File: src/rtl/alu_cmd_driver.sv
// Initiator for the ALU start/done operand interface: takes commands on a
// valid/ready stream, runs them on the ALU and returns tagged responses.
module alu_cmd_driver #(
  parameter int unsigned TIMEOUT_CYCLES = 16,
  parameter int unsigned CNT_W          = 16
) (
  input  logic             clk,
  input  logic             reset_n,
  input  logic             cmd_valid_i,
  output logic             cmd_ready_o,
  input  logic [2:0]       cmd_op_i,
  input  logic [7:0]       cmd_a_i,
  input  logic [7:0]       cmd_b_i,
  output logic             alu_start_o,
  output logic [2:0]       alu_op_o,
  output logic [7:0]       alu_a_o,
  output logic [7:0]       alu_b_o,
  input  logic             alu_done_i,
  input  logic [15:0]      alu_result_i,
  output logic             rsp_valid_o,
  input  logic             rsp_ready_i,
  output logic [15:0]      rsp_result_o,
  output logic [2:0]       rsp_op_o,
  output logic [7:0]       rsp_latency_o,
  output logic             rsp_timeout_o,
  output logic [CNT_W-1:0] op_count_o
);

  typedef enum logic [1:0] {
    IDLE = 2'd0,
    RUN  = 2'd1,
    GAP  = 2'd2,
    RESP = 2'd3
  } state_t;

  localparam logic [7:0] TimeoutLat = 8'(TIMEOUT_CYCLES);

  state_t           state_q;
  logic             cmdReady_q;
  logic             aluStart_q;
  logic [2:0]       aluOp_q;
  logic [7:0]       aluA_q;
  logic [7:0]       aluB_q;
  logic [7:0]       runCnt_q;
  logic             rspValid_q;
  logic [15:0]      rspResult_q;
  logic [2:0]       rspOp_q;
  logic [7:0]       rspLatency_q;
  logic             rspTimeout_q;
  logic [CNT_W-1:0] opCount_q;

  logic       cmdFire;
  logic [7:0] runCnt_d;
  logic       watchdogHit;

  // runCnt_d is the number of RUN cycles including the current one, which is
  // both the latency to report on done and the watchdog's elapsed count.
  assign cmdFire     = cmd_valid_i && cmdReady_q;
  assign runCnt_d    = (runCnt_q == 8'hFF) ? 8'hFF : runCnt_q + 8'd1;
  assign watchdogHit = (runCnt_d == TimeoutLat);

  always_ff @(posedge clk) begin
    if (!reset_n) begin
      state_q      <= IDLE;
      cmdReady_q   <= 1'b0;
      aluStart_q   <= 1'b0;
      aluOp_q      <= 3'b000;
      aluA_q       <= 8'h00;
      aluB_q       <= 8'h00;
      runCnt_q     <= 8'h00;
      rspValid_q   <= 1'b0;
      rspResult_q  <= 16'h0000;
      rspOp_q      <= 3'b000;
      rspLatency_q <= 8'h00;
      rspTimeout_q <= 1'b0;
      opCount_q    <= '0;
    end else begin
      case (state_q)
        IDLE: begin
          cmdReady_q <= 1'b1;
          if (cmdFire) begin
            cmdReady_q <= 1'b0;
            aluStart_q <= 1'b1;
            aluOp_q    <= cmd_op_i;
            aluA_q     <= cmd_a_i;
            aluB_q     <= cmd_b_i;
            runCnt_q   <= 8'h00;
            state_q    <= RUN;
          end
        end
        RUN: begin
          runCnt_q <= runCnt_d;
          // Priority order matters: nops never see done, and done beats a
          // watchdog expiry landing on the same cycle.
          if (aluOp_q == 3'b000) begin
            aluStart_q   <= 1'b0;
            rspResult_q  <= 16'h0000;
            rspLatency_q <= 8'd1;
            rspTimeout_q <= 1'b0;
            rspOp_q      <= aluOp_q;
            state_q      <= GAP;
          end else if (alu_done_i) begin
            aluStart_q   <= 1'b0;
            rspResult_q  <= alu_result_i;
            rspLatency_q <= runCnt_d;
            rspTimeout_q <= 1'b0;
            rspOp_q      <= aluOp_q;
            state_q      <= GAP;
          end else if (watchdogHit) begin
            aluStart_q   <= 1'b0;
            rspResult_q  <= 16'h0000;
            rspLatency_q <= TimeoutLat;
            rspTimeout_q <= 1'b1;
            rspOp_q      <= aluOp_q;
            state_q      <= GAP;
          end
        end
        GAP: begin
          rspValid_q <= 1'b1;
          state_q    <= RESP;
        end
        RESP: begin
          if (rsp_ready_i) begin
            rspValid_q <= 1'b0;
            opCount_q  <= opCount_q + CNT_W'(1);
            cmdReady_q <= 1'b1;
            state_q    <= IDLE;
          end
        end
        default: begin
          state_q <= IDLE;
        end
      endcase
    end
  end

  assign cmd_ready_o   = cmdReady_q;
  assign alu_start_o   = aluStart_q;
  assign alu_op_o      = aluOp_q;
  assign alu_a_o       = aluA_q;
  assign alu_b_o       = aluB_q;
  assign rsp_valid_o   = rspValid_q;
  assign rsp_result_o  = rspResult_q;
  assign rsp_op_o      = rspOp_q;
  assign rsp_latency_o = rspLatency_q;
  assign rsp_timeout_o = rspTimeout_q;
  assign op_count_o    = opCount_q;

endmodule

File: config.mk
export PLATFORM = sky130hd
export DESIGN_NAME = alu_cmd_driver
export DESIGN_NICKNAME = d
export VERILOG_FILES = /design/src/rtl/alu_cmd_driver.sv
export SDC_FILE = /design/constraint.sdc
export NUM_CORES = 1
export LEC_CHECK = 0
export ABC_AREA = 1
export CAP_MARGIN = 20
export CORE_ASPECT_RATIO = 1.2
export CORE_MARGIN = 1
export CORE_UTILIZATION = 25
export DETAILED_ROUTE_END_ITERATION = 8
export PLACE_DENSITY_LB_ADDON = 0.3
export SLEW_MARGIN = 20
export SYNTH_ARGS = -nofsm -noshare
export SYNTH_HDL_FRONTEND = slang
export SYNTH_SLANG_ARGS = --single-unit
File: constraint.sdc
create_clock -name clk -period 1.65 [get_ports clk]
set_input_delay 0.4125 -clock clk [delete_from_list [all_inputs] [get_ports clk]]
set_output_delay 0.4125 -clock clk [all_outputs]
set_load 0.03 [all_outputs]
==> run summary <==
Placeable Area: 14,000 um2
synthesized area: 3620 um2
cells after synthesis: 511
vias in the first global route: 3,619
unrepaired setup endpoints after global routing: yes
critical path required time: 1.89 ns
post-route clock skew: 0.00616 ns
syn_nets: 557
final net count: 712
total clock sinks: 76
Non-Filler Instances: 842
worst-path fanout max: 5
fillcell total: 1,454
# IOs: 106
violated checks: design-rule violations, negative setup slack
Initial DRC Count: 128
drt drc: 6
Slew headroom: 76.3%
GR Util All Layers: 13.5%
DIE HEIGHT: 134 um
leakage: 2.64 nW
switch share: 40.1%
grt ovf: 0
# diodes: 0
Yosys reg bits: 76
CTS Buffer Depth: 2
P_int: 0.00490 W
Die W: 112 um
IR drop worst, VDD: 0.668 mV
worst slack, placed: -0.507 ns
post-synth cell types: 35
Avg Cell Area, Syn: 7.09 um2
Util after Layout: 40.5%
Worst EP arrival: 2.06 ns
die area: 15,000 um2
status: complete, but fails checks
Final Hold Vio Count: 0
largest net degree at the start of global routing: 57
Num CTS Buffers: 9
Max Slew Vio Count: 0
DRT Pass-1 Iters: 6
setup violators final: 32
type of origin of the critical path: flip-flop
Final Cycle Share: 111%
Initial Util: 25.9%
Hold/Removal Path Class: reg2reg
setup ws final: -0.177 ns
row count: 47
vias per cell: 4.39
Ys Warns: 0
Setup Total Neg Slack: -4.25 ns
CTS tree: yes
Peak Freq: 547 MHz
sequential power share: 30.7%
cell count after placement: 814
sequential fraction of the synthesis area: 42.0%
Final HPWL DP: 7.00 mm
initial antenna violation count: 0
Worst-path clk slew: 0.06 ns
Worst-Margin Slew: 0.355 ns
WL per Instance: 11.7 um
Port Buf Inserts: 105
first-pass GRT wire length: 16.1 mm
ANT nets after route: 0
Max Cap Viol: 0
Crit. End Element: flip-flop
total net switching power: 0.00328 W
DR vias: 3,698
Worst-Skew Late Latency: 0.34 ns
final instance area: 5670 um2
crit path time final: 1.83 ns
placed cell areas: 5200 um2
layout cell share with drive strength beyond 1: 21.0%
clock root cell: clkbuf_16
WL final: 9.82 mm
clock power share: 23.1%
Crit Path Class: reg2reg
Gate power share: 46.3%
CTS HTree Levels: 3
Placer Congestion: 0.791
Power per Cell Area: 1440 nW/um2
area delta synth->final: 56.5%
[per-layer routing]
metal	global-route usage [%]	part of all wire, %
met1	14.9	43
met2	23.7	50
met3	4.16	5.3
met4	5.71	1.7
met5	0	0
[repair_timing]
action / in CTS / in global routing
setup buffers: 7 / 4
pin swaps: 7 / 15
resized for setup: 80 / 28
hold buffers: 0 / 0
gates cloned: 1 / 1
endpoints found under the setup margin: 101 / 61
[power by group through the flow]
| stage | logic [W] | registers (W) | clock network, W |
|---|---|---|---|
| after global placement | 0.00374 | 0.00255 | 0 |
| final | 0.00379 | 0.00251 | 0.00189 |
| after global routing | 0.00416 | 0.00257 | 0.00202 |
| after CTS | 0.00370 | 0.00252 | 0.00196 |
| after detailed placement | 0.00380 | 0.00257 | 0 |
| after floorplan | 0.00154 | 0.00334 | 0 |
[synthesized netlist by cell type]
cell type / n / area share, %
xnor2_1: 2 / 0.48
nor2_4: 2 / 0.62
nand3b_1: 1 / 0.21
o21a_1: 2 / 0.41
o21bai_1: 2 / 0.41
nor3_2: 1 / 0.28
nor3_1: 6 / 0.83
buf_6: 6 / 1.9
nor3b_1: 1 / 0.21
clkbuf_4: 1 / 0.21
clkbuf_1: 8 / 0.83
nand3_4: 1 / 0.48
dlygate4sd1_1: 1 / 0.24
buf_12: 1 / 0.55
ha_1: 6 / 2.1
nand3_2: 12 / 3.3
nor2_2: 6 / 1.0
o22ai_1: 1 / 0.17
nor2_1: 106 / 11
o21ai_2: 1 / 0.24
inv_2: 1 / 0.10
o21ai_0: 28 / 3.9
inv_1: 42 / 4.4
nand2_2: 5 / 0.86
clkinv_1: 1 / 0.10
a21boi_0: 1 / 0.21
nand2_1: 123 / 13
or2_2: 1 / 0.17
clkbuf_8: 3 / 1.1
a21oi_1: 31 / 4.3
nand4_1: 2 / 0.35
nand3_1: 27 / 3.7
nand2_4: 1 / 0.31
dfxtp_1: 76 / 42
a31oi_1: 2 / 0.35
[cell usage in the layout (no fill, tap or decap), drive strengths merged, types with 6 or more instances in the layout]
cell,n
clkbuf,13
a21oi,31
inv,44
buf,59
dfxtp,76
nand3,40
dlygate4sd2,66
clkdlybuf4s50,37
nand2,129
nor2,114
o21ai,29
nor3,7
ha,6
[stage by stage]
step | hold WS [ns] | power (W)
after CTS | 0.469 | 0.00818
final | 0.462 | 0.00818
after detailed placement | 0.461 | 0.00636
after global routing | 0.481 | 0.00875
after floorplan | 0.472 | 0.00487
after global placement | 0.451 | 0.00629
[kinds of logic after synthesis]
| kind of cell | synth area share (%) |
|---|---|
| AO/OA/AOI/OAI | 9.94 |
| XOR/XNOR | 0.484 |
| adder cells (fa/ha/maj) | 2.07 |
| buffers and inverters | 9.39 |
| flip-flops | 42.0 |
| AND/OR/NAND/NOR | 36.1 |
[registers in the layout, indices dropped and copies added, names as in the netlist]
register and count:
cmd_ready_o 1, rsp_valid_o 1, alu_start_o 1, alu_a_o 8, alu_b_o 8, rsp_latency_o 8, rsp_result_o 16, runCnt_q 8
op_count_o 16, state_q 2, rsp_timeout_o 1, alu_op_o 3, rsp_op_o 3
[critical path, stage by stage, from the launching register on]
cell,delay [ns]
dfxtp_4,0.36
ha_4,0.17
nand2_4,0.06
nor2_4,0.14
nand2_1,0.07
nand2_1,0.08
nand2_1,0.08
nor2_2,0.09
nand3_2,0.13
nand3_4,0.11
buf_6,0.13
clkbuf_16,0.14
nand3_2,0.05
nand2_1,0.06
nor2_1,0.05
[cell type report]
class / instances / area, um2 / share of cell area (%)
timing repair buffer: 164 / 1520 / 26.8
sequential: 76 / 1540 / 27.2
multi-input combinational: 371 / 1930 / 34.1
inverter: 44 / 170 / 3.00
clock inverter: 4 / 30.0 / 0.530
tap: 171 / 214 / 3.77
clock buffer: 12 / 258 / 4.55
[worst paths after layout]
| check | start | end | slack (ns) | cells after the start |
|---|---|---|---|---|
| setup reg to reg | runCnt_q[0] | rsp_result_o[8] | -0.18 | 14 |
| hold / removal | rsp_result_o[13] | rsp_result_o[13] | 0.46 | 2 |
| setup / recovery | runCnt_q[0] | rsp_result_o[8] | -0.18 | 14 |
| hold reg to reg | rsp_result_o[13] | rsp_result_o[13] | 0.46 | 2 |
Note: power is estimated with default switching activity, not from simulation.
